$ cat src/rtl/id_ex_stage_if.sv
// ============================================================================
// Module   : id_ex_stage_if
// Purpose  : Decode-side bus for the ID/EX stage (IF/ID inputs, RF port, EX regs)
// Revision : 1.0  initial release
// ============================================================================
`default_nettype none

interface id_ex_stage_if;
  logic        if_valid;
  logic [31:0] if_instr;
  logic [31:0] if_pc4;
  logic        flush;
  logic [4:0]  rs_addr;
  logic [4:0]  rt_addr;
  logic [31:0] rs_data;
  logic [31:0] rt_data;
  logic        stall_out;
  logic        ex_valid;
  logic [31:0] ex_rs_data;
  logic [31:0] ex_rt_data;
  logic [31:0] ex_imm;
  logic [31:0] ex_pc4;
  logic [4:0]  ex_rs;
  logic [4:0]  ex_rt;
  logic [4:0]  ex_dst;
  logic [4:0]  ex_shamt;
  logic [2:0]  ex_alu_op;
  logic        ex_alu_src;
  logic        ex_mem_read;
  logic        ex_mem_write;
  logic        ex_reg_write;
  logic        ex_mem_to_reg;
  logic        ex_branch;

  modport master (
    output if_valid, if_instr, if_pc4, flush, rs_data, rt_data,
    input  rs_addr, rt_addr, stall_out, ex_valid, ex_rs_data, ex_rt_data,
           ex_imm, ex_pc4, ex_rs, ex_rt, ex_dst, ex_shamt, ex_alu_op,
           ex_alu_src, ex_mem_read, ex_mem_write, ex_reg_write,
           ex_mem_to_reg, ex_branch
  );

  modport slave (
    input  if_valid, if_instr, if_pc4, flush, rs_data, rt_data,
    output rs_addr, rt_addr, stall_out, ex_valid, ex_rs_data, ex_rt_data,
           ex_imm, ex_pc4, ex_rs, ex_rt, ex_dst, ex_shamt, ex_alu_op,
           ex_alu_src, ex_mem_read, ex_mem_write, ex_reg_write,
           ex_mem_to_reg, ex_branch
  );
endinterface

`default_nettype wire

$ cat src/rtl/id_ex_stage.sv
// ============================================================================
// Module   : id_ex_stage
// Purpose  : MIPS decode stage + ID/EX register with load-use stall and flush
// Revision : 1.0  initial release
// ============================================================================
`default_nettype none

module id_ex_stage (
  input  wire logic    clk,
  input  wire logic    reset,
  id_ex_stage_if.slave bus
);

  localparam logic [5:0] c_OP_RTYPE = 6'h00;
  localparam logic [5:0] c_OP_ADDI  = 6'h08;
  localparam logic [5:0] c_OP_SLTI  = 6'h0A;
  localparam logic [5:0] c_OP_ANDI  = 6'h0C;
  localparam logic [5:0] c_OP_ORI   = 6'h0D;
  localparam logic [5:0] c_OP_LUI   = 6'h0F;
  localparam logic [5:0] c_OP_LW    = 6'h23;
  localparam logic [5:0] c_OP_SW    = 6'h2B;
  localparam logic [5:0] c_OP_BEQ   = 6'h04;

  localparam logic [5:0] c_FN_ADD = 6'h20;
  localparam logic [5:0] c_FN_SUB = 6'h22;
  localparam logic [5:0] c_FN_AND = 6'h24;
  localparam logic [5:0] c_FN_OR  = 6'h25;
  localparam logic [5:0] c_FN_SLT = 6'h2A;
  localparam logic [5:0] c_FN_SLL = 6'h00;
  localparam logic [5:0] c_FN_SRL = 6'h02;

  localparam logic [2:0] c_ALU_ADD = 3'd0;
  localparam logic [2:0] c_ALU_SUB = 3'd1;
  localparam logic [2:0] c_ALU_AND = 3'd2;
  localparam logic [2:0] c_ALU_OR  = 3'd3;
  localparam logic [2:0] c_ALU_SLT = 3'd4;
  localparam logic [2:0] c_ALU_SLL = 3'd5;
  localparam logic [2:0] c_ALU_SRL = 3'd6;
  localparam logic [2:0] c_ALU_LUI = 3'd7;

  logic [5:0]  w_opcode;
  logic [5:0]  w_funct;
  logic [4:0]  w_rs;
  logic [4:0]  w_rt;
  logic        w_ok;
  logic [2:0]  w_alu_op;
  logic        w_alu_src;
  logic        w_mem_read;
  logic        w_mem_write;
  logic        w_reg_write;
  logic        w_mem_to_reg;
  logic        w_branch;
  logic        w_zext;
  logic        w_uses_rs;
  logic        w_uses_rt;
  logic [4:0]  w_dst;
  logic [31:0] w_imm;
  logic        w_stall;
  logic        w_load;

  logic        r_valid;
  logic [31:0] r_rs_data;
  logic [31:0] r_rt_data;
  logic [31:0] r_imm;
  logic [31:0] r_pc4;
  logic [4:0]  r_rs;
  logic [4:0]  r_rt;
  logic [4:0]  r_dst;
  logic [4:0]  r_shamt;
  logic [2:0]  r_alu_op;
  logic        r_alu_src;
  logic        r_mem_read;
  logic        r_mem_write;
  logic        r_reg_write;
  logic        r_mem_to_reg;
  logic        r_branch;

  assign w_opcode = bus.if_instr[31:26];
  assign w_funct  = bus.if_instr[5:0];
  assign w_rs     = bus.if_instr[25:21];
  assign w_rt     = bus.if_instr[20:16];

  always_comb begin
    w_ok         = 1'b1;
    w_alu_op     = c_ALU_ADD;
    w_alu_src    = 1'b0;
    w_mem_read   = 1'b0;
    w_mem_write  = 1'b0;
    w_reg_write  = 1'b0;
    w_mem_to_reg = 1'b0;
    w_branch     = 1'b0;
    w_zext       = 1'b0;
    w_uses_rs    = 1'b1;
    w_uses_rt    = 1'b0;
    w_dst        = w_rt;
    case (w_opcode)
      c_OP_RTYPE: begin
        w_dst       = bus.if_instr[15:11];
        w_reg_write = 1'b1;
        w_uses_rt   = 1'b1;
        case (w_funct)
          c_FN_ADD: w_alu_op = c_ALU_ADD;
          c_FN_SUB: w_alu_op = c_ALU_SUB;
          c_FN_AND: w_alu_op = c_ALU_AND;
          c_FN_OR:  w_alu_op = c_ALU_OR;
          c_FN_SLT: w_alu_op = c_ALU_SLT;
          c_FN_SLL: begin w_alu_op = c_ALU_SLL; w_uses_rs = 1'b0; end
          c_FN_SRL: begin w_alu_op = c_ALU_SRL; w_uses_rs = 1'b0; end
          default:  w_ok = 1'b0;
        endcase
      end
      c_OP_ADDI: begin w_alu_src = 1'b1; w_reg_write = 1'b1; end
      c_OP_ANDI: begin w_alu_op = c_ALU_AND; w_alu_src = 1'b1; w_reg_write = 1'b1; w_zext = 1'b1; end
      c_OP_ORI:  begin w_alu_op = c_ALU_OR;  w_alu_src = 1'b1; w_reg_write = 1'b1; w_zext = 1'b1; end
      c_OP_SLTI: begin w_alu_op = c_ALU_SLT; w_alu_src = 1'b1; w_reg_write = 1'b1; end
      c_OP_LUI:  begin w_alu_op = c_ALU_LUI; w_alu_src = 1'b1; w_reg_write = 1'b1; w_uses_rs = 1'b0; end
      c_OP_LW: begin
        w_alu_src    = 1'b1;
        w_mem_read   = 1'b1;
        w_mem_to_reg = 1'b1;
        w_reg_write  = 1'b1;
      end
      c_OP_SW: begin w_alu_src = 1'b1; w_mem_write = 1'b1; w_uses_rt = 1'b1; end
      c_OP_BEQ: begin w_alu_op = c_ALU_SUB; w_branch = 1'b1; w_uses_rt = 1'b1; end
      default: w_ok = 1'b0;
    endcase
    // Unsupported words become bubbles and therefore must never request a stall.
    if (!w_ok) begin
      w_uses_rs = 1'b0;
      w_uses_rt = 1'b0;
    end
    if (w_dst == 5'd0) begin
      w_reg_write = 1'b0;
    end
  end

  assign w_imm = w_zext ? {16'h0000, bus.if_instr[15:0]}
                        : {{16{bus.if_instr[15]}}, bus.if_instr[15:0]};

  assign w_stall = bus.if_valid & ~bus.flush & r_valid & r_mem_read & (r_dst != 5'd0) &
                   ((w_uses_rs & (r_dst == w_rs)) | (w_uses_rt & (r_dst == w_rt)));

  assign w_load = bus.if_valid & ~bus.flush & ~w_stall & w_ok;

  // Every field is zeroed on a bubble so a dead EX slot is fully quiet.
  always_ff @(posedge clk or posedge reset) begin
    if (reset) begin
      r_valid      <= 1'b0;
      r_rs_data    <= '0;
      r_rt_data    <= '0;
      r_imm        <= '0;
      r_pc4        <= '0;
      r_rs         <= '0;
      r_rt         <= '0;
      r_dst        <= '0;
      r_shamt      <= '0;
      r_alu_op     <= '0;
      r_alu_src    <= 1'b0;
      r_mem_read   <= 1'b0;
      r_mem_write  <= 1'b0;
      r_reg_write  <= 1'b0;
      r_mem_to_reg <= 1'b0;
      r_branch     <= 1'b0;
    end else begin
      r_valid      <= w_load;
      r_rs_data    <= w_load ? bus.rs_data : '0;
      r_rt_data    <= w_load ? bus.rt_data : '0;
      r_imm        <= w_load ? w_imm : '0;
      r_pc4        <= w_load ? bus.if_pc4 : '0;
      r_rs         <= w_load ? w_rs : '0;
      r_rt         <= w_load ? w_rt : '0;
      r_dst        <= w_load ? w_dst : '0;
      r_shamt      <= w_load ? bus.if_instr[10:6] : '0;
      r_alu_op     <= w_load ? w_alu_op : '0;
      r_alu_src    <= w_load & w_alu_src;
      r_mem_read   <= w_load & w_mem_read;
      r_mem_write  <= w_load & w_mem_write;
      r_reg_write  <= w_load & w_reg_write;
      r_mem_to_reg <= w_load & w_mem_to_reg;
      r_branch     <= w_load & w_branch;
    end
  end

  assign bus.rs_addr       = w_rs;
  assign bus.rt_addr       = w_rt;
  assign bus.stall_out     = w_stall;
  assign bus.ex_valid      = r_valid;
  assign bus.ex_rs_data    = r_rs_data;
  assign bus.ex_rt_data    = r_rt_data;
  assign bus.ex_imm        = r_imm;
  assign bus.ex_pc4        = r_pc4;
  assign bus.ex_rs         = r_rs;
  assign bus.ex_rt         = r_rt;
  assign bus.ex_dst        = r_dst;
  assign bus.ex_shamt      = r_shamt;
  assign bus.ex_alu_op     = r_alu_op;
  assign bus.ex_alu_src    = r_alu_src;
  assign bus.ex_mem_read   = r_mem_read;
  assign bus.ex_mem_write  = r_mem_write;
  assign bus.ex_reg_write  = r_reg_write;
  assign bus.ex_mem_to_reg = r_mem_to_reg;
  assign bus.ex_branch     = r_branch;

endmodule

`default_nettype wire

$ cat src/flat_wrapper.sv
// flat-port wrapper written by rule: the top's interface ports become plain ports
module id_ex_stage_flat 
  (clk, reset, bus_if_valid, bus_if_instr, bus_if_pc4, bus_flush, bus_rs_data, bus_rt_data, bus_rs_addr, bus_rt_addr, bus_stall_out, bus_ex_valid, bus_ex_rs_data, bus_ex_rt_data, bus_ex_imm, bus_ex_pc4, bus_ex_rs, bus_ex_rt, bus_ex_dst, bus_ex_shamt, bus_ex_alu_op, bus_ex_alu_src, bus_ex_mem_read, bus_ex_mem_write, bus_ex_reg_write, bus_ex_mem_to_reg, bus_ex_branch);
  id_ex_stage_if bus_i ();
  input  wire logic clk;
  input  wire logic reset;
  input wire logic [$bits(bus_i.if_valid)-1:0] bus_if_valid;
  input wire logic [$bits(bus_i.if_instr)-1:0] bus_if_instr;
  input wire logic [$bits(bus_i.if_pc4)-1:0] bus_if_pc4;
  input wire logic [$bits(bus_i.flush)-1:0] bus_flush;
  input wire logic [$bits(bus_i.rs_data)-1:0] bus_rs_data;
  input wire logic [$bits(bus_i.rt_data)-1:0] bus_rt_data;
  output wire logic [$bits(bus_i.rs_addr)-1:0] bus_rs_addr;
  output wire logic [$bits(bus_i.rt_addr)-1:0] bus_rt_addr;
  output wire logic [$bits(bus_i.stall_out)-1:0] bus_stall_out;
  output wire logic [$bits(bus_i.ex_valid)-1:0] bus_ex_valid;
  output wire logic [$bits(bus_i.ex_rs_data)-1:0] bus_ex_rs_data;
  output wire logic [$bits(bus_i.ex_rt_data)-1:0] bus_ex_rt_data;
  output wire logic [$bits(bus_i.ex_imm)-1:0] bus_ex_imm;
  output wire logic [$bits(bus_i.ex_pc4)-1:0] bus_ex_pc4;
  output wire logic [$bits(bus_i.ex_rs)-1:0] bus_ex_rs;
  output wire logic [$bits(bus_i.ex_rt)-1:0] bus_ex_rt;
  output wire logic [$bits(bus_i.ex_dst)-1:0] bus_ex_dst;
  output wire logic [$bits(bus_i.ex_shamt)-1:0] bus_ex_shamt;
  output wire logic [$bits(bus_i.ex_alu_op)-1:0] bus_ex_alu_op;
  output wire logic [$bits(bus_i.ex_alu_src)-1:0] bus_ex_alu_src;
  output wire logic [$bits(bus_i.ex_mem_read)-1:0] bus_ex_mem_read;
  output wire logic [$bits(bus_i.ex_mem_write)-1:0] bus_ex_mem_write;
  output wire logic [$bits(bus_i.ex_reg_write)-1:0] bus_ex_reg_write;
  output wire logic [$bits(bus_i.ex_mem_to_reg)-1:0] bus_ex_mem_to_reg;
  output wire logic [$bits(bus_i.ex_branch)-1:0] bus_ex_branch;
  assign bus_i.if_valid = bus_if_valid;
  assign bus_i.if_instr = bus_if_instr;
  assign bus_i.if_pc4 = bus_if_pc4;
  assign bus_i.flush = bus_flush;
  assign bus_i.rs_data = bus_rs_data;
  assign bus_i.rt_data = bus_rt_data;
  assign bus_rs_addr = bus_i.rs_addr;
  assign bus_rt_addr = bus_i.rt_addr;
  assign bus_stall_out = bus_i.stall_out;
  assign bus_ex_valid = bus_i.ex_valid;
  assign bus_ex_rs_data = bus_i.ex_rs_data;
  assign bus_ex_rt_data = bus_i.ex_rt_data;
  assign bus_ex_imm = bus_i.ex_imm;
  assign bus_ex_pc4 = bus_i.ex_pc4;
  assign bus_ex_rs = bus_i.ex_rs;
  assign bus_ex_rt = bus_i.ex_rt;
  assign bus_ex_dst = bus_i.ex_dst;
  assign bus_ex_shamt = bus_i.ex_shamt;
  assign bus_ex_alu_op = bus_i.ex_alu_op;
  assign bus_ex_alu_src = bus_i.ex_alu_src;
  assign bus_ex_mem_read = bus_i.ex_mem_read;
  assign bus_ex_mem_write = bus_i.ex_mem_write;
  assign bus_ex_reg_write = bus_i.ex_reg_write;
  assign bus_ex_mem_to_reg = bus_i.ex_mem_to_reg;
  assign bus_ex_branch = bus_i.ex_branch;
  id_ex_stage u_core (.clk(clk), .reset(reset), .bus(bus_i));
endmodule
$ cat config.mk
export PLATFORM = sky130hd
export DESIGN_NAME = id_ex_stage_flat
export DESIGN_NICKNAME = d
export VERILOG_FILES = /design/src/rtl/id_ex_stage_if.sv /design/src/rtl/id_ex_stage.sv /design/src/flat_wrapper.sv
export SDC_FILE = /design/constraint.sdc
export NUM_CORES = 1
export LEC_CHECK = 0
export ABC_CLOCK_PERIOD_IN_PS = 6100
export BUFFER_PORTS_ARGS = -buffer_cell sky130_fd_sc_hd__buf_2
export CAP_MARGIN = 30
export CORE_ASPECT_RATIO = 0.8
export CORE_MARGIN = 2
export CORE_UTILIZATION = 29
export CTS_BUF_LIST = sky130_fd_sc_hd__clkbuf_16
export CTS_CLUSTER_DIAMETER = 30
export DETAILED_ROUTE_END_ITERATION = 8
export HOLD_SLACK_MARGIN = 0.05
export PLACE_DENSITY = 0.63
export SLEW_MARGIN = 30
export SYNTH_ARGS = -nofsm -noshare
export SYNTH_HDL_FRONTEND = slang
export SYNTH_SLANG_ARGS = --single-unit
$ cat constraint.sdc
create_clock -name clk -period 6.1 [get_ports clk]
set_input_delay 1.83 -clock clk [delete_from_list [all_inputs] [get_ports clk]]
set_output_delay 1.83 -clock clk [all_outputs]
set_load 0.05 [all_outputs]
==> results.md, run 1 <==
- By startpoint and endpoint, the worst setup path is classified as input port to primary output.
- The area of the multi-input gates is 1440 um^2.
- The clock period minus final worst setup slack is 5.51 ns.
- The flip-flop and latch count after synthesis is 137.
- The synthesized netlist devotes 22.0% of its cell area to simple gates.
- The repair_antennas step left the layout with diodes totalling 0.
- Across the run, the number of max-cap violations was 0.
- The via count of the first global-routing pass is 3631.
- The I/O pin count is 301.
- The final-report max-slew violation count is 0.
- The library cell with the largest summed area after synthesis is sky130_fd_sc_hd__dfrtp_1.
- The post-CTS setup buffer count is 0.
- In this run the worst path has a maximum fanout of 15.
- The vias after detailed routing is 3810.
- Data arrives at the worst endpoint at 3.68 ns.
- Sorting the synthesized cells by how often they occur yields sky130_fd_sc_hd__dfrtp_1, sky130_fd_sc_hd__and2_1, sky130_fd_sc_hd__buf_4.
- The synthesized netlist devotes 2.21% of its cell area to compound gates.
- Tracing the worst setup path back leads to its startpoint at bus_if_instr[29].
- The number of warnings printed during yosys synthesis is 0.
- The startpoint kind of the worst setup timing path is an input port.
- After detailed routing, no signal wire sits above met4.
- The post-route netlist has 49.2% of its cells at a drive strength greater than 1.
- Across all setup checks in the final design, the least slack found is 0.586 ns.
- The start point of the worst min-delay path is u_core.bus.ex_valid.
- In the synthesized netlist the dominant register cell turns out to be sky130_fd_sc_hd__dfrtp_1.
- The number of placed instances with taps included is 886.
- The critical path capture point type is a primary output.
- The path category of the worst min-delay check is flip-flop to flip-flop.
- Cells fill 41.8% of the core in the end.
- The clock-pin slew on the worst setup and hold paths is 0.06 ns.
- In this run the biggest area consumer among cell types represents 65.8% of the synthesized area.
- The post-cts resize count is 0.
- The tightest hold path in the finished design has a slack of 1.30 ns.
- The number of buffers created by CTS is 17.
- The global-route wire length before repair is 20200 um.
- The finished layout holds 918 standard cells, fillers aside.
- Traced cell by cell, the critical path runs through buf_2 > nor4bb_1 > a311o_1 > nor4_1 > nor2_1 > nor2_1 > buf_2.
- Entering global routing, the biggest net connects 105 pins.
- The worst path required time is 4.27 ns.
- In the routed layout, each cell is associated on average with a via count of 4.15.
- In this run the standard cell core region covers 17500 um^2.
- The post-route DRC violation count is 0.
- The design draws 2.16 mW.
- The reg-to-reg critical path startpoint is u_core.bus.ex_dst[2].
- The die covers 19100 um^2.
- For this configuration, the core starts out at a cell density of 29.8%.
- The synthesized area divided by synthesized cell count is 12.7 um^2.
- In this run the clock root is driven by a sky130_fd_sc_hd__clkbuf_16.
- The layout net count is 812.
- The async set-or-reset flop fraction in the synthesized netlist is 100%.
- The net count after synthesis is 541.
- The detailed-router iteration count before antenna repair is 4.
- The number of hold-slack violations in the final timing report is 0.
- In this run the tightest slew margin relative to its limit is 48.9%.
- The total global routing overflow is 0.
- The number of buffer cells added on primary ports is 300.
- The slew of the pin with the lowest slew margin is 0.767 ns.
- The worst vdd rail ir drop is 0.169 mV.
- The ratio of total power to cell area is 296 nW/um^2.
- Counting flops with a built-in enable in the synthesized netlist gives 0.
- The overall die height is 124 um.
- The share of the Yosys chip area taken by registers is 65.8%.
- The clock network latency to the later pin of the worst-skew pair is 0.41 ns.
- For this design, the sink count on the clock tree is 137.
- The share of cell area taken by muxes after synthesis is 1.37%.
- Setup repair after global routing left no endpoint under its margin.
- In the post-synthesis netlist, the biggest area contributors are sky130_fd_sc_hd__dfrtp_1, sky130_fd_sc_hd__and2_1, sky130_fd_sc_hd__buf_4, sky130_fd_sc_hd__xnor2_1, sky130_fd_sc_hd__mux2i_1.
- Once layout is done, the placed cells without fillers occupy 7310 um^2.
- The final worst clock skew is 0.00744 ns.
- The setup TNS is 0 ns.
- In the final layout, flip-flops and latches occupy 3430 um^2.
- Setup violations remaining at the end of the flow were counted as 0.
- The combined global-route utilization of all metal layers is 14.1%.
- The synthesized netlist devotes 0% of its cell area to adder and majority cells.
- The number of distinct library cell variants in the gate-level netlist after synthesis is 42.
- The initial antenna violation count came to 0.
- In this run, the number of DRC markers left after iteration 0 of detailed routing was 241.
- Detailed routing placed a total of 6350 um of wire on met2.
- In this run the number of H-tree levels came out at 4.
- The peak clock frequency supported by timing is 0.181 GHz.
- The combinational family with the most area after synthesis is simple AND/OR/NAND/NOR gates.
- In this run the horizontal extent of the chip is 154 um.
- Of the available clock period, the critical path in the final layout requires 90.4%.
- On the critical path, the stage with the largest delay is an instance of sky130_fd_sc_hd__nor4_1.
- Once detailed placement completed, the half-perimeter wirelength came to 10000 um.
- The routed design uses 1150 um of met3 wire.
- In the final routed layout, each cell accounts on average for 14.7 um.
- In this design, the stage delay of the slowest critical-path cell is 0.66 ns.
- The instance area at placement is 6690 um^2.
- The longest clock path from root to sink contains 2 buffers.
- The number of hold buffers added after cts is 0.
- The run finished with clean final reports.
- The floorplan has 43 rows.
- The synthesized instance count is 409.
- The TritonCTS clock tree is yes.
- The layout has 1699 filler cells.
- The total standard cell area after synthesis is 5210 um^2.
- The leakage power total is 4.26 nW.
- The area growth from synthesis to final layout is 40.3%.
- Before CTS, the worst setup slack after placement is 0.616 ns.
- The count of nets left with antenna violations once routing finished came out at 0.
- Routability-driven placement finished with a final weighted congestion of 0.811.
- For this block, the routed nets add up to 13500 um of wire.
- The area share of xor/xnor cells in the synthesized design is 1.85%.
- The detailed-route wire length on metal 1 is 5820 um.
- sky130_fd_sc_hd__dfrtp_1 is the most common cell in the netlist.
## final cells by class
| class | instances | share of cell area [%] |
|---|---|---|
| multi-input combinational | 218 | 19.7 |
| inverter | 2 | 0.205 |
| clock buffer | 17 | 5.82 |
| sequential | 137 | 46.9 |
| clock inverter | 15 | 2.59 |
| tap | 225 | 3.85 |
| timing repair buffer | 304 | 21.0 |
## path summary, 6_finish.rpt
path | to | slack [ns] | cells past startpoint
hold / removal | u_core.bus.ex_valid | 1.30 | 5
hold reg to reg | u_core.bus.ex_valid | 1.30 | 5
setup / recovery | bus_stall_out | 0.59 | 7
max in group asynchronous | u_core.bus.ex_imm[15] | 3.61 | 3
min in group asynchronous | u_core.bus.ex_pc4[25] | 1.54 | 2
setup reg to reg | u_core.bus.ex_rs_data[27] | 3.58 | 6
## worst max-delay path: cells and delay by family
family                 cells  cell delay (ns)
AND/OR/NAND/NOR            4             1.04
AO/OA/AOI/OAI              1             0.36
buffers and inverters      2             0.45
## power by group
group / internal (mW) / leakage, nW / switching (mW)
Sequential: 0.919 / 1.91 / 0.00318
Clock: 0.652 / 0.301 / 0.413
Combinational: 0.0574 / 2.05 / 0.119
## cells by family after synthesis
group | Yosys count
flops | 137
xor+xnor | 11
compound gates | 17
simple gates | 183
mux | 7
buf+inv | 54
## layout by cell type, fill, tap and decap left out, types with 5 or more instances in the layout
master                      count
sky130_fd_sc_hd__and2_1       121
sky130_fd_sc_hd__buf_2        300
sky130_fd_sc_hd__clkbuf_16     17
sky130_fd_sc_hd__dfrtp_1      137
sky130_fd_sc_hd__mux2i_1        6
sky130_fd_sc_hd__nand2_1        5
sky130_fd_sc_hd__nor2_1         8
sky130_fd_sc_hd__nor2b_1        6
sky130_fd_sc_hd__nor3_1         8
sky130_fd_sc_hd__xnor2_1        8
## routing by layer
layer	vias up	GRT usage, %
met5	-	0
met4	0	4.96
met3	13	5.46
met2	172	22.5
met1	1804	17.7
li1	1821	-
Note: power is estimated with default switching activity, not from simulation.
==> inputs of run 2 (changes only) <==
ABC_CLOCK_PERIOD_IN_PS = 5100   (was 6100)
CORE_ASPECT_RATIO = unset   (was 0.8)
clock period = 5.1 ns   (was 6.1 ns; I/O delays follow)
==> results.md, run 2 (synthesized netlist as in run 1, its figures left out) <==
- The final-report max-slew violation count is 0.
- After detailed routing, the average wire length per cell comes to 15.2 um.
- The chip width is 138 um.
- The worst slew slack as a fraction of its limit is 48.7%.
- Once detail routing completed, the nets flagged for antenna violations numbered 0.
- The path category of the worst min-delay check is input port to async pin.
- The global-route wire length before repair is 22300 um.
- Hold timing on the final database bottoms out at a slack of 1.13 ns.
- The setup path with the least slack is of type input port to primary output.
- The starting density of the core is 29.3%.
- The routability-driven placement congestion ratio is 0.795.
- Entering global routing, the biggest net connects 71 pins.
- The slew of the pin with the lowest slew margin is 0.763 ns.
- IR analysis of the VDD net gives a maximum drop of 0.227 mV.
- The setup TNS is 0 ns.
- The H-tree level count is 4.
- The first routing iteration left 171 violations.
- After clock tree synthesis, the clock-pin slew on the worst setup and hold paths is 0.06 ns.
- Global routing used 15.1% of the available tracks across all layers.
- Max-cap violations in this run came to 0.
- Buffers inserted during clock tree synthesis total 17.
- The longest clock path from root to sink contains 2 buffers.
- The startpoint kind of the worst setup timing path is an input port.
- The area growth from synthesis to final layout is 41.1%.
- For this design the top-level I/O count stands at 301.
- The finished layout holds 929 standard cells, fillers aside.
- The design draws 2.53 mW.
- Of all nets on the critical path, the largest fanout is 10.
- The peak clock frequency supported by timing is 0.206 GHz.
- In the final layout, the share of cells above drive strength 1 is 49.6%.
- The routed design could run at a clock period as short as 4.86 ns.
- The total global routing overflow is 0.
- In this run the core area contains 49 standard-cell rows.
- The reg-to-reg critical path startpoint is u_core.bus.ex_dst[2].
- After detailed routing, the number of remaining DRC violations is 0.
- At the worst endpoint, the arrival time is 3.33 ns.
- The terminus of the critical flop-to-flop path is u_core.bus.ex_rs_data[1].
- Buffers added to address setup during post-CTS repair amount to 0.
- The layout net count is 818.
- Post-CTS repair changed the size of 0 cells.
- STA classifies the critical path endpoint as a primary output.
- The count of buffers added on input and output ports is 300.
- The via count normalized by instance count is 4.17.
- In this run, placement finished with an instance count of 895.
- The final worst clock skew is 0.00681 ns.
- Counting every sink on the clock net gives 137.
- The overall die height is 138 um.
- Setup repair after global routing left no endpoint under its margin.
- The initial antenna violation count is 1.
- After detailed routing, the total wire length is 14100 um.
- The cell chosen for the clock root is sky130_fd_sc_hd__clkbuf_16.
- The ratio of total power to cell area is 344 nW/um^2.
- The run finished with clean final reports.
- The area of the core region is 17800 um^2.
- Detailed routing inserted a total of 3877 vias.
- The register-to-register setup slack is 2.68 ns.
- TritonCTS built the clock tree.
- Summed over all cells, the static leakage comes to 4.27 nW.
- The floorplan step defined a die boundary enclosing 19000 um^2.
- The clock network latency to the later pin of the worst-skew pair is 0.41 ns.
- The HPWL after detailed placement is 10500 um.
- The number of hold buffers added after cts is 0.
- Leaving out fill and tap cells, the most frequent cells in the layout are sky130_fd_sc_hd__buf_2, sky130_fd_sc_hd__dfrtp_1, sky130_fd_sc_hd__and2_1, sky130_fd_sc_hd__clkbuf_16, sky130_fd_sc_hd__buf_4.
- The number of cells on the worst reg-to-reg path is 6.
- The most common cell after layout, fill and taps aside is sky130_fd_sc_hd__buf_2.
- Data on the critical path is required at its endpoint by 3.57 ns.
- The via count of the first global-routing pass is 3926.
- The setup-violating endpoint count in the final report is 0.
- Before antenna repair, the detailed router went through 4 iterations.
- The number of hold-slack violations in the final timing report was 0.
- The share of the cycle needed by the critical path after routing is 95.3%.
==> run 2: cell types whose count changed in the layout (fill, tap and decap cells not counted), sizes merged <==
cell	previous run	this run
inv	7	8
diode	0	1
clkinvlp	1	3
bufinv	3	1
buf	304	310
clkinv	6	5
==> run 2: area by class of cell <==
| class | count | area (um^2) |
|---|---|---|
| antenna | 1 | 2.50 |
| clock buffer | 17 | 425 |
| clock inverter | 15 | 161 |
| fill | 1757 | 10400 |
| inverter | 2 | 11.3 |
| multi-input combinational | 218 | 1440 |
| sequential | 137 | 3430 |
| tap | 229 | 287 |
| timing repair buffer | 310 | 1600 |
==> run 2: how the worst max path moves through the flow <==
stage,from,end,slack [ns]
CTS,bus_if_instr[31],bus_stall_out,0.23
floorplan,bus_if_instr[27],bus_stall_out,0.1
global placement,bus_if_instr[31],bus_stall_out,0.27
detailed placement,bus_if_instr[31],bus_stall_out,0.23
finish,bus_if_instr[31],bus_stall_out,0.24
global route,bus_if_instr[31],bus_stall_out,0.09
==> run 2: metrics by stage <==
stage	instance area [um^2]	worst slack (ns)	util [%]
after detailed placement	6730	0.231	37.9
after global placement	6730	0.267	37.9
final	7350	0.239	41.3
after CTS	7320	0.227	41.2
after global routing	7350	0.0946	41.3
after floorplan	5210	0.0983	-
==> run 2: critical path, cell delays in order <==
cell	delay [ns]
sky130_fd_sc_hd__buf_2	0.18
sky130_fd_sc_hd__nor4bb_1	0.10
sky130_fd_sc_hd__a311o_1	0.37
sky130_fd_sc_hd__nor4_1	0.64
sky130_fd_sc_hd__nor2_1	0.12
sky130_fd_sc_hd__nor2_1	0.11
sky130_fd_sc_hd__buf_2	0.28
==> run 2: report_power, final <==
part           internal, mW  switching [mW]
Combinational        0.0732           0.143
Sequential             1.10         0.00387
Clock                 0.692           0.519
Total                  1.86           0.666
==> run 2: routing by layer <==
layer / wire [um] / GRT usage (%) / share of wire, %
met1: 6030 / 19.1 / 43
met2: 6600 / 23.4 / 47
met3: 1210 / 5.99 / 8.6
met4: 284 / 5.26 / 2.0
met5: 0 / 0 / 0
==> inputs of run 3 (changes only) <==
CORE_ASPECT_RATIO = 0.75   (was unset)
==> results.md, run 3 (synthesized netlist as in run 1, its figures left out) <==
- Measured along the y axis, the die boundary spans 120 um.
- Across the run, the number of max-cap violations was 0.
- The start-to-end type of the worst setup path is input port to primary output.
- The routability-driven placement congestion ratio is 0.828.
- In the global route stage, overall resource usage came out at 14.9%.
- The initial antenna violation count is 0.
- Along the worst path, the maximum fanout reaches 10.
- In the final design database the tool counted 816 nets.
- The worst setup path is launched from an input port.
- Counting the buffers created by CTS gives 17.
- IR analysis of the VDD net gives a maximum drop of 0.173 mV.
- The number of placed instances with taps included is 907.
- The share of the cycle needed by the critical path after routing is 95.3%.
- The number of hold-slack violations in the final timing report came to 0.
- The area enclosed by the die boundary is 19100 um^2.
- The final-report max-slew violation count is 0.
- Entering global routing, the biggest net connects 89 pins.
- The flow ran to the end, and the final reports show no timing, DRC or antenna violations.
- The chip width is 159 um.
- TritonCTS built the clock tree.
- Cells with a size suffix above 1 make up 49.4% of the layout.
- The count of antenna diodes in the layout is 0.
- For the final routed database, the setup TNS stands at 0 ns.
- Dividing the detail-routed via count by the number of cells gives 4.09.
- The starting density of the core is 29.6%.
- The most common cell after layout, fill and taps aside is sky130_fd_sc_hd__buf_2.
- The global-route wire length before repair is 21400 um.
- The critical path runs through a total of 7 cells.
- At the worst endpoint, the required time is 3.57 ns.
- The count of fill cells added during filler insertion is 1689.
- For this design the static power due to leakage is 4.24 nW.
- For this design, the CTS-stage hold fixing added 0 buffers.
- Post-CTS repair changed the size of 0 cells.
- The critical path goes through buf_2 > or4_4 > nor4_1 > nor4_1 > nor2_1 > nor2_1 > buf_2.
- Setup repair after global routing left no endpoint under its margin.
- The via count of the first global-routing pass is 3836.
- In this run the tightest slew margin relative to its limit is 46.1%.
- The post-layout instance count excluding filler cells is 939.
- The H-tree level count is 4.
- The cell sitting at the root of the clock tree is a sky130_fd_sc_hd__clkbuf_16.
- Among all stages on the critical path, the largest delay is contributed by sky130_fd_sc_hd__or4_4.
- The setup-violating endpoint count in the final report is 0.
- The biggest cell delay along the critical path is 0.57 ns.
- The floorplan has 42 rows.
- The clock network latency to the later pin of the worst-skew pair is 0.41 ns.
- The clock tree buffer depth is 2.
- STA classifies the critical path endpoint as a primary output.
- At the pin with the least slew margin, the transition time is 0.802 ns.
- Summed over all nets, the half-perimeter wirelength after detailed placement is 10400 um.
- Data on the critical path arrives at its endpoint at 3.33 ns.
- The ratio of total power to cell area is 335 nW/um^2.
- The path class of the tightest hold or removal check is input port to async pin.
- During I/O placement, the number of pins put on the boundary was 301.
- The detailed-route wire length is 13900 um.
- For this run, the detailed router's first-pass iteration total came to 4.
- The clock-pin slew on the worst setup and hold paths is 0.06 ns.
- The peak clock frequency supported by timing is 0.206 GHz.
- The area growth from synthesis to final layout is 40.1%.
- CTS saw 137 sinks.
- For this run, design rule violations remaining after detail routing come to 0.
- The number of design-rule violations left by the first detailed-router iteration is 212.
- Buffers added to address setup during post-CTS repair amount to 0.
- Counting I/O delays and the setup requirement, the final critical path takes 4.86 ns.
- The top cell family by delay on the critical path is simple AND/OR/NAND/NOR gates.
- The count of buffers added on input and output ports is 300.
- In this run the standard cell core region covers 17600 um^2.
- The library cells used most frequently in the layout, excluding fill and tap cells, are sky130_fd_sc_hd__buf_2, sky130_fd_sc_hd__dfrtp_1, sky130_fd_sc_hd__and2_1, sky130_fd_sc_hd__clkbuf_16.
- Once detail routing completed, the nets flagged for antenna violations numbered 0.
- The total global routing overflow is 0.
- The detailed-route wire length per cell is 14.8 um.
- The cell depth of the worst flop-to-flop path is 6.
- The critical path contains buffers and inverters numbering 2 combined.
- The clock arrives with 0.00673 ns of skew.
- Across all layers, the routed design uses 3843 vias.
-- run 3: final timing paths --
check | startpoint | endpoint | slack [ns]
worst min-delay path | reset | u_core.bus.ex_imm[9] | 1.23
worst max register to register | u_core.bus.ex_dst[2] | u_core.bus.ex_rs_data[4] | 2.71
worst min register to register | u_core.bus.ex_dst[3] | u_core.bus.ex_pc4[11] | 1.50
worst max-delay path | bus_if_instr[31] | bus_stall_out | 0.24
min in group clk | bus_rt_data[24] | u_core.bus.ex_rt_data[24] | 1.32
max in group asynchronous | reset | u_core.bus.ex_rs[0] | 3.36
-- run 3: tightest hold or removal path, cell delays in order --
cell	delay, ns
sky130_fd_sc_hd__buf_2	0.11
sky130_fd_sc_hd__clkinvlp_4	0.08
sky130_fd_sc_hd__buf_12	0.34
-- run 3: stage by stage --
| step | utilization (%) | area [um^2] | hold slack (ns) | total power, mW | worst slack (ns) |
|---|---|---|---|---|---|
| after floorplan | - | 5210 | 1.32 | 1.25 | 0.0983 |
| after global placement | 38.4 | 6750 | 1.49 | 1.34 | 0.310 |
| after detailed placement | 38.4 | 6750 | 1.48 | 1.34 | 0.289 |
| after CTS | 41.5 | 7300 | 1.26 | 2.49 | 0.285 |
| after global routing | 41.5 | 7300 | 1.26 | 2.56 | 0.146 |
| final | 41.5 | 7300 | 1.23 | 2.44 | 0.239 |
-- run 3: final cells by class --
type	instances	area, um^2	area share, %
inverters	2	11.3	0.154
repair buffers	308	1570	21.6
clock buffers	17	425	5.83
clock inverters	15	119	1.63
flip-flops and latches	137	3430	47.0
well taps	242	303	4.15
multi-input cells	218	1440	19.7
-- run 3: power breakdown --
group	switching [mW]	internal [mW]	total, mW
clock network	0.494	0.631	1.12
logic	0.144	0.0717	0.215
registers	0.00391	1.10	1.10
-- run 3: metal layers --
| metal | track usage (%) | wire length [um] | part of all wire [%] | vias to the layer above |
|---|---|---|---|---|
| met2 | 22.2 | 6200 | 44 | 219 |
| met5 | 0 | 0 | 0 | - |
| met4 | 5.28 | 166 | 1.2 | 0 |
| met1 | 18.8 | 5900 | 42 | 1777 |
| met3 | 7.16 | 1670 | 12 | 15 |
| li1 | - | - | - | 1832 |
